[src/rtl/butterfly_pipe.sv]
// Radix-2 complex butterfly A +/- W*B with optional conj(W) and 1/2 scaling.
// Three registered stages (operands, products, rounded/saturated results) with a global stall.
module butterfly_pipe #(
  parameter int WIDTH = 32
) (
  input  logic             clk,
  input  logic             rst_n,
  input  logic             in_valid,
  output logic             in_ready,
  input  logic [WIDTH-1:0] a,
  input  logic [WIDTH-1:0] b,
  input  logic [WIDTH-1:0] w,
  input  logic             inv,
  input  logic             scale,
  output logic             out_valid,
  input  logic             out_ready,
  output logic [WIDTH-1:0] apwb,
  output logic [WIDTH-1:0] anwb,
  output logic             sat,
  output logic             sat_sticky,
  input  logic             sat_clr
);
  localparam int H  = WIDTH / 2;
  localparam int PW = 2 * H;
  localparam int SW = H + 2;
  localparam logic signed [SW-1:0] SMAX = {3'b000, {(H-1){1'b1}}};
  localparam logic signed [SW-1:0] SMIN = {3'b111, {(H-1){1'b0}}};
  localparam logic signed [PW:0]   RND  = {{(H+2){1'b0}}, 1'b1, {(H-2){1'b0}}};

  // Negating the most negative Q1 value has no representation; clamp it.
  function automatic logic signed [H-1:0] neg_sat(input logic signed [H-1:0] x);
    logic signed [H-1:0] r;
    if (x == {1'b1, {(H-1){1'b0}}}) r = {1'b0, {(H-1){1'b1}}};
    else                            r = -x;
    return r;
  endfunction

  function automatic logic signed [SW-1:0] round_wb(input logic signed [PW:0] x);
    logic signed [PW:0] t;
    t = x + RND;
    return t[PW:H-1];
  endfunction

  function automatic logic signed [SW-1:0] half(input logic signed [SW-1:0] x);
    return {x[SW-1], x[SW-1:1]};
  endfunction

  // Returns {saturated_flag, clamped component}.
  function automatic logic [H:0] sat_comp(input logic signed [SW-1:0] x);
    logic [H:0] r;
    if (x > SMAX)      r = {1'b1, SMAX[H-1:0]};
    else if (x < SMIN) r = {1'b1, SMIN[H-1:0]};
    else               r = {1'b0, x[H-1:0]};
    return r;
  endfunction

  logic stall;
  logic vld_p1_q, vld_p2_q, vld_p3_q;

  assign out_valid = vld_p3_q;
  assign stall     = vld_p3_q && !out_ready;
  assign in_ready  = !stall;

  always_ff @(posedge clk or negedge rst_n) begin
    if (!rst_n) begin
      vld_p1_q <= 1'b0;
      vld_p2_q <= 1'b0;
      vld_p3_q <= 1'b0;
    end else if (!stall) begin
      vld_p1_q <= in_valid;
      vld_p2_q <= vld_p1_q;
      vld_p3_q <= vld_p2_q;
    end
  end

  // ---- stage 1: operands, conjugated twiddle, scale bit
  logic signed [H-1:0] wim_d;
  logic [WIDTH-1:0]    a_p1_q;
  logic signed [H-1:0] bre_p1_q, bim_p1_q, wre_p1_q, wim_p1_q;
  logic                scale_p1_q;

  assign wim_d = inv ? neg_sat(w[H-1:0]) : w[H-1:0];

  always_ff @(posedge clk) begin
    if (!stall) begin
      a_p1_q     <= a;
      bre_p1_q   <= b[WIDTH-1:H];
      bim_p1_q   <= b[H-1:0];
      wre_p1_q   <= w[WIDTH-1:H];
      wim_p1_q   <= wim_d;
      scale_p1_q <= scale;
    end
  end

  // ---- stage 2: full-precision partial products
  logic signed [PW-1:0] wre_x, wim_x, bre_x, bim_x;
  logic signed [PW-1:0] prr_p2_q, pii_p2_q, pir_p2_q, pri_p2_q;
  logic [WIDTH-1:0]     a_p2_q;
  logic                 scale_p2_q;

  assign wre_x = {{H{wre_p1_q[H-1]}}, wre_p1_q};
  assign wim_x = {{H{wim_p1_q[H-1]}}, wim_p1_q};
  assign bre_x = {{H{bre_p1_q[H-1]}}, bre_p1_q};
  assign bim_x = {{H{bim_p1_q[H-1]}}, bim_p1_q};

  always_ff @(posedge clk) begin
    if (!stall) begin
      prr_p2_q   <= wre_x * bre_x;
      pii_p2_q   <= wim_x * bim_x;
      pir_p2_q   <= wim_x * bre_x;
      pri_p2_q   <= wre_x * bim_x;
      a_p2_q     <= a_p1_q;
      scale_p2_q <= scale_p1_q;
    end
  end

  // ---- stage 3: combine, round, add/subtract, scale, saturate
  logic signed [PW:0]   wbr, wbi;
  logic signed [SW-1:0] wbr_r, wbi_r, are, aim;
  logic signed [SW-1:0] spr, spi, snr, sni;
  logic [H:0]           cpr, cpi, cnr, cni;
  logic [WIDTH-1:0]     apwb_d, anwb_d;
  logic                 sat_d;

  always_comb begin
    wbr   = {prr_p2_q[PW-1], prr_p2_q} - {pii_p2_q[PW-1], pii_p2_q};
    wbi   = {pir_p2_q[PW-1], pir_p2_q} + {pri_p2_q[PW-1], pri_p2_q};
    wbr_r = round_wb(wbr);
    wbi_r = round_wb(wbi);
    are   = {{2{a_p2_q[WIDTH-1]}}, a_p2_q[WIDTH-1:H]};
    aim   = {{2{a_p2_q[H-1]}}, a_p2_q[H-1:0]};
    spr   = are + wbr_r;
    spi   = aim + wbi_r;
    snr   = are - wbr_r;
    sni   = aim - wbi_r;
    if (scale_p2_q) begin
      spr = half(spr);
      spi = half(spi);
      snr = half(snr);
      sni = half(sni);
    end
    cpr    = sat_comp(spr);
    cpi    = sat_comp(spi);
    cnr    = sat_comp(snr);
    cni    = sat_comp(sni);
    apwb_d = {cpr[H-1:0], cpi[H-1:0]};
    anwb_d = {cnr[H-1:0], cni[H-1:0]};
    sat_d  = cpr[H] | cpi[H] | cnr[H] | cni[H];
  end

  logic [WIDTH-1:0] apwb_p3_q, anwb_p3_q;
  logic             sat_p3_q, sat_sticky_q;

  always_ff @(posedge clk or negedge rst_n) begin
    if (!rst_n) begin
      apwb_p3_q <= '0;
      anwb_p3_q <= '0;
      sat_p3_q  <= 1'b0;
    end else if (!stall) begin
      apwb_p3_q <= apwb_d;
      anwb_p3_q <= anwb_d;
      sat_p3_q  <= sat_d;
    end
  end

  // A saturating transfer beats a simultaneous clear.
  always_ff @(posedge clk or negedge rst_n) begin
    if (!rst_n)                                  sat_sticky_q <= 1'b0;
    else if (vld_p3_q && out_ready && sat_p3_q)  sat_sticky_q <= 1'b1;
    else if (sat_clr)                            sat_sticky_q <= 1'b0;
  end

  assign apwb       = apwb_p3_q;
  assign anwb       = anwb_p3_q;
  assign sat        = sat_p3_q;
  assign sat_sticky = sat_sticky_q;

endmodule

[config.mk]
export PLATFORM = sky130hd
export DESIGN_NAME = butterfly_pipe
export DESIGN_NICKNAME = d
export VERILOG_FILES = /design/src/rtl/butterfly_pipe.sv
export SDC_FILE = /design/constraint.sdc
export NUM_CORES = 2
export LEC_CHECK = 0
export ABC_CLOCK_PERIOD_IN_PS = 21000
export BUFFER_PORTS_ARGS = -buffer_cell sky130_fd_sc_hd__buf_2
export CAP_MARGIN = 20
export CORE_ASPECT_RATIO = 1.1
export CORE_MARGIN = 5
export CORE_UTILIZATION = 30
export CTS_BUF_LIST = sky130_fd_sc_hd__clkbuf_8
export CTS_CLUSTER_DIAMETER = 40
export DETAILED_ROUTE_END_ITERATION = 10
export GPL_TIMING_DRIVEN = 1
export MAX_ROUTING_LAYER = met4
export PLACE_DENSITY_LB_ADDON = 0.08
export SETUP_SLACK_MARGIN = 0.3
export SLEW_MARGIN = 10
export SYNTH_ARGS = -nofsm -noshare
export SYNTH_HDL_FRONTEND = slang
export SYNTH_SLANG_ARGS = --single-unit
[constraint.sdc]
create_clock -name clk -period 21 [get_ports clk]
set_clock_uncertainty 0.15 [all_clocks]
set_input_delay 1.05 -clock clk [delete_from_list [all_inputs] [get_ports clk]]
set_output_delay 1.05 -clock clk [all_outputs]
set_load 0.03 [all_outputs]
After elaboration in Yosys (flattened, before gate mapping)
Cells that the tools add are included.

Mux-type cells: 16. Add/sub/neg operators: 9. Multipliers: 4. Equality and inequality tests: 1. Magnitude comparators: 8. Reductions and logical operators: 6. Bitwise operators: 3.

Operator list (count): two-way mux 17 bit (12); multiplier 16 x 16 -> 32 bit (4); greater-than comparator 18 x 16 -> 1 bit (second input constant) (4); less-than comparator 18 x 16 -> 1 bit (second input constant) (4); adder 33 x 16 -> 33 bit (second input constant) (2); adder 16 x 18 -> 18 bit (2); subtractor 16 x 18 -> 18 bit (2); adder 32 x 32 -> 33 bit (1); subtractor 32 x 32 -> 33 bit (1); two-way mux 16 bit (2); equality test 16 bit (second input constant) (1); negation 16 bit (1); logical AND 1 bit (3); OR 1 bit (3); logical NOT 1 bit (2); two-way mux 1 bit (2); nonzero test 2 bit (1).

Output and inout port bits: 68. Input bits: 103. Bits in registers: 327.

Logic depth before layout (Yosys ltp)
Depth in word-level cells: 10. Mapped depth: 29.

Worst setup path before layout
Ideal clock, no wire load.

Kind: input to output. Start: input port out_ready. End: output port in_ready. Path slack: 10.951 ns. Stages on the path: 4. Data arrival time: 8.849 ns. Cell sequence: nor2b_1 inv_1 clkbuf_1 clkbuf_1.

Word-level cells in the longest chain between the ends: 3.

Ends and longest elaborated chain: from (decl) (line 16) `input logic out_ready,`; logical NOT 1 bit (line 61) `assign stall = vld_p3_q && !out_ready;`; logical AND 1 bit (line 61); logical NOT 1 bit; to (decl) (line 9) `output logic in_ready,`.

No other way between the ends.

Final worst setup path
Start: register wim_p1_q[10]. End: register pir_p2_q[30] (data pin).

Word-level cells in the longest chain between the ends: 1.

Ends and longest elaborated chain: from (decl) (line 79) `logic signed [H-1:0] bre_p1_q, bim_p1_q, wre_p1_q, wim_p1_q;`; from (signal assigned) (line 90) `wim_p1_q <= wim_d;`; multiplier 16 x 16 -> 32 bit (line 110) `pir_p2_q <= wim_x * bre_x;`; to (signal assigned) (line 110); to (decl) (line 97) `logic signed [PW-1:0] prr_p2_q, pii_p2_q, pir_p2_q, pri_p2_q;`.

No other way between the ends. A chain may end at the register's enable or synchronous reset.

==> run summary <==
SETUP PATH
------------------------------------------------------------------------------------
Depth of the most critical reg-to-reg path                                        25
Source of the worst register-to-register timing path                    wim_p1_q[10]$_DFFE_PN_
Setup slack, reg-to-reg                                                     13.27 ns
Crit path kind                                                            reg -> reg
WP data arrival                                                              8.09 ns
Source of the critical timing path                                      wim_p1_q[10]$_DFFE_PN_
Slowest library cell on the worst path                                  sky130_fd_sc_hd__fa_1
Category of the worst setup path capture point                                  flop
Worst path required time                                                    21.36 ns
Top fanout value on the critical path                                             32
RR Endpoint                                                             pir_p2_q[30]$_DFFE_PN_
Largest incremental delay on the critical path                               0.57 ns
Buffers & Inverters on Critical Path                                               6
Cell repeated most along the worst path                                 sky130_fd_sc_hd__fa_1
Cell family contributing the most delay on the critical path             adder cells
Critical path launch point type                                                 flop

CTS
------------------------------------------------------------------------------------
CTS buffer count                                                                  89
Post-CTS setup repair buffer count                                                 0
Clock tree from TritonCTS                                                        yes
CTS max path bufs                                                                  3
Clock Tree Root                                                         sky130_fd_sc_hd__clkbuf_8
Maximum level of the CTS H-tree                                                    3
Number of buffers added to fix hold violations after cts                           0
Clock sink total                                                                 327
Skew-Pair Late Insertion Delay                                               0.84 ns
CTS clk-pin slew, worst paths                                                0.06 ns
Post-cts resize count                                                              0

DRT
------------------------------------------------------------------------------------
First drt pass iteration count                                                     5
Antenna Nets Post-Route                                                            0
Wire length after detailed routing                                            160 mm
Via count normalized by instance count                                          4.54
Routed WL per cell                                                           19.1 µm
Total DRC errors in the routed layout                                              0
Via count                                                                      38200
Starting DRT DRC Count                                                          1499

FINAL LAYOUT
------------------------------------------------------------------------------------
Syn-to-layout area delta                                                       9.91%
Area of combinational cells with multiple inputs                           41300 µm²
Register area                                                               9470 µm²
FILL cells                                                                     19500
Layout Cells excl Fill                                                          8406
Proportion of layout cells with a drive suffix above 1                         7.34%
Number of nets in the layout                                                    7561
Non-Filler Cell Area, Final                                                62100 µm²

FLOORPLANNING
------------------------------------------------------------------------------------
Site row count                                                                   167
Initial Util                                                                   30.1%
Width of the die                                                              424 µm
Core area                                                                 188000 µm²
Die outline area                                                          197000 µm²
Top Ports                                                                        171
Die Span Y                                                                    465 µm

LOGIC SYNTHESIS
------------------------------------------------------------------------------------
FF+latch count, synth                                                            327
Total nets after synthesis                                                      7471
Commonest cells in the synthesized netlist                              sky130_fd_sc_hd__inv_1 (1268), sky130_fd_sc_hd__fa_1 (1052), sky130_fd_sc_hd__nand2_1 (698)
Portion of the post-synthesis area used by sequential elements                 16.8%
Synthesized cell area                                                      56500 µm²
Number of enable-type register cells in the synthesized netlist                  258
Post-synthesis cell type with the largest combined area                 sky130_fd_sc_hd__fa_1
Fraction of registers with async set/reset                                     21.1%
Most instantiated library cell after synthesis                          sky130_fd_sc_hd__inv_1
Syn avg cell area                                                           9.75 µm²
Area share of the leading cell type in the synthesized netlist                 37.3%
Instance count of the mapped netlist                                            5791
Distinct cell type count of the synthesized netlist                               83
Leading register cell type out of synthesis                             sky130_fd_sc_hd__edfxtp_1
Yosys warns                                                                        0
Cell types with the largest area share after synthesis                  sky130_fd_sc_hd__fa_1 (37%), sky130_fd_sc_hd__edfxtp_1 (14%), sky130_fd_sc_hd__ha_1 (12%)

PLACED DESIGN
------------------------------------------------------------------------------------
Weighted congestion at the end of routability-driven global placement          0.815
Number of cells in the design after placement                                   8240
Instance area at placement                                                 60000 µm²
Total of buffers placed on input and output ports                                170
Detailed placer's ending HPWL                                                 126 mm
Pre-CTS setup slack                                                         13.10 ns

GLOBAL ROUTE
------------------------------------------------------------------------------------
Pin count of the biggest net entering global routing                             125
Number of antenna violations at the first check in global routing                 17
Global route total overflow                                                        0
Vias in the first global route                                                 43000
Wire length of the first global-routing pass                                  253 mm
All-layer global routing usage                                                 17.1%

STA
------------------------------------------------------------------------------------
Period utilisation layout                                                      36.8%
Number of max-slew violations in the final report                                  0
Setup total negative slack                                                      0 ns
Remaining max-slew budget at the tightest pin                                  34.1%
Highest attainable clock frequency                                         0.129 GHz
Clock period minus worst slack                                               7.73 ns
RSZ-0062 raised after global routing                                              no
Total setup violations reported at the end of the flow                             0
Tightest Pin Transition                                                     0.989 ns
Final Hold Viols                                                                   0
Worst path setup slack after routing                                        13.27 ns

STATUS
------------------------------------------------------------------------------------
Result of the run                                                          completed

WORST HOLD PATH
------------------------------------------------------------------------------------
Critical hold path startpoint                                                  w[25]
End point of the worst hold path                                        wre_p1_q[9]$_DFFE_PN_
Class of the worst hold path                                               in -> reg
Number of cells traversed by the worst hold path                                   1

JOB
------------------------------------------------------------------------------------
Max capacitance violation total                                                    0

## placed cells by master, fill, tap and decap left out, drive strengths merged, types with 28 or more instances in the layout
cell    instances
a21o           73
a21oi         191
and2          399
buf           248
clkbuf         93
dfrtp          69
edfxtp        258
fa           1052
ha            525
inv          1301
nand2         698
nand2b         74
nand3          31
nor2          159
nor3           35
o21a           28
o21ai          99
o21bai         50
xnor2         181
xor2           70
## layout make-up
cell class | instances | share of cell area (%)
inverters | 1268 | 7.68
clock inverters | 67 | 1.23
multi-input cells | 3947 | 66.5
clock buffers | 93 | 2.06
diodes | 6 | 0.0242
flip-flops and latches | 327 | 15.3
well taps | 2450 | 4.94
repair buffers | 248 | 2.31
## stage by stage
step,utilization (%),hold WS (ns)
global placement,31.9,0.251
finish,33.0,0.226
floorplan,-,0.250
detailed placement,31.9,0.255
CTS,33.0,0.0807
global route,33.0,0.144
## logic make-up (layout without fill, tap and decap cells)
family          Yosys count  in the layout  share of synthesized area [%]
fa+ha+maj              1577           1577                           48.9
buf+inv                1517           1676                           10.2
simple gates           1497           1497                           12.7
compound gates          602            602                           7.14
flops                   327            327                           16.8
xor+xnor                251            251                           3.94
mux                      20             20                          0.359
other cells               0              6                              0
## worst max path at each step
stage          cells after the start                      to
3_3_place_gp                      26    apwb[11]$_DFFE_PN0N_
4_1_cts                           24    anwb[12]$_DFFE_PN0N_
6_report                          25  pir_p2_q[30]$_DFFE_PN_
3_5_place_dp                      24         sat$_DFFE_PN0N_
2_1_floorplan                      4                in_ready
5_1_grt                           24         sat$_DFFE_PN0N_
## state kept, by name, indices dropped and copies added, names as in the netlist, 32 cells and up
register and flops:
a_p1_q 32, a_p2_q 32, anwb 32, apwb 32, pii_p2_q 32, pir_p2_q 32, pri_p2_q 32, prr_p2_q 32
## layer usage
layer	wire, µm	global-route usage, %	share of wire (%)
met5	0	-	0
met4	3320	4.08	2.1
met3	5890	1.99	3.7
met2	77800	28.9	48
met1	73400	22.0	46
Power is left out: the tool's default activity adds up to more than one toggle a clock period on the data nets, which glitch-free logic cannot reach.
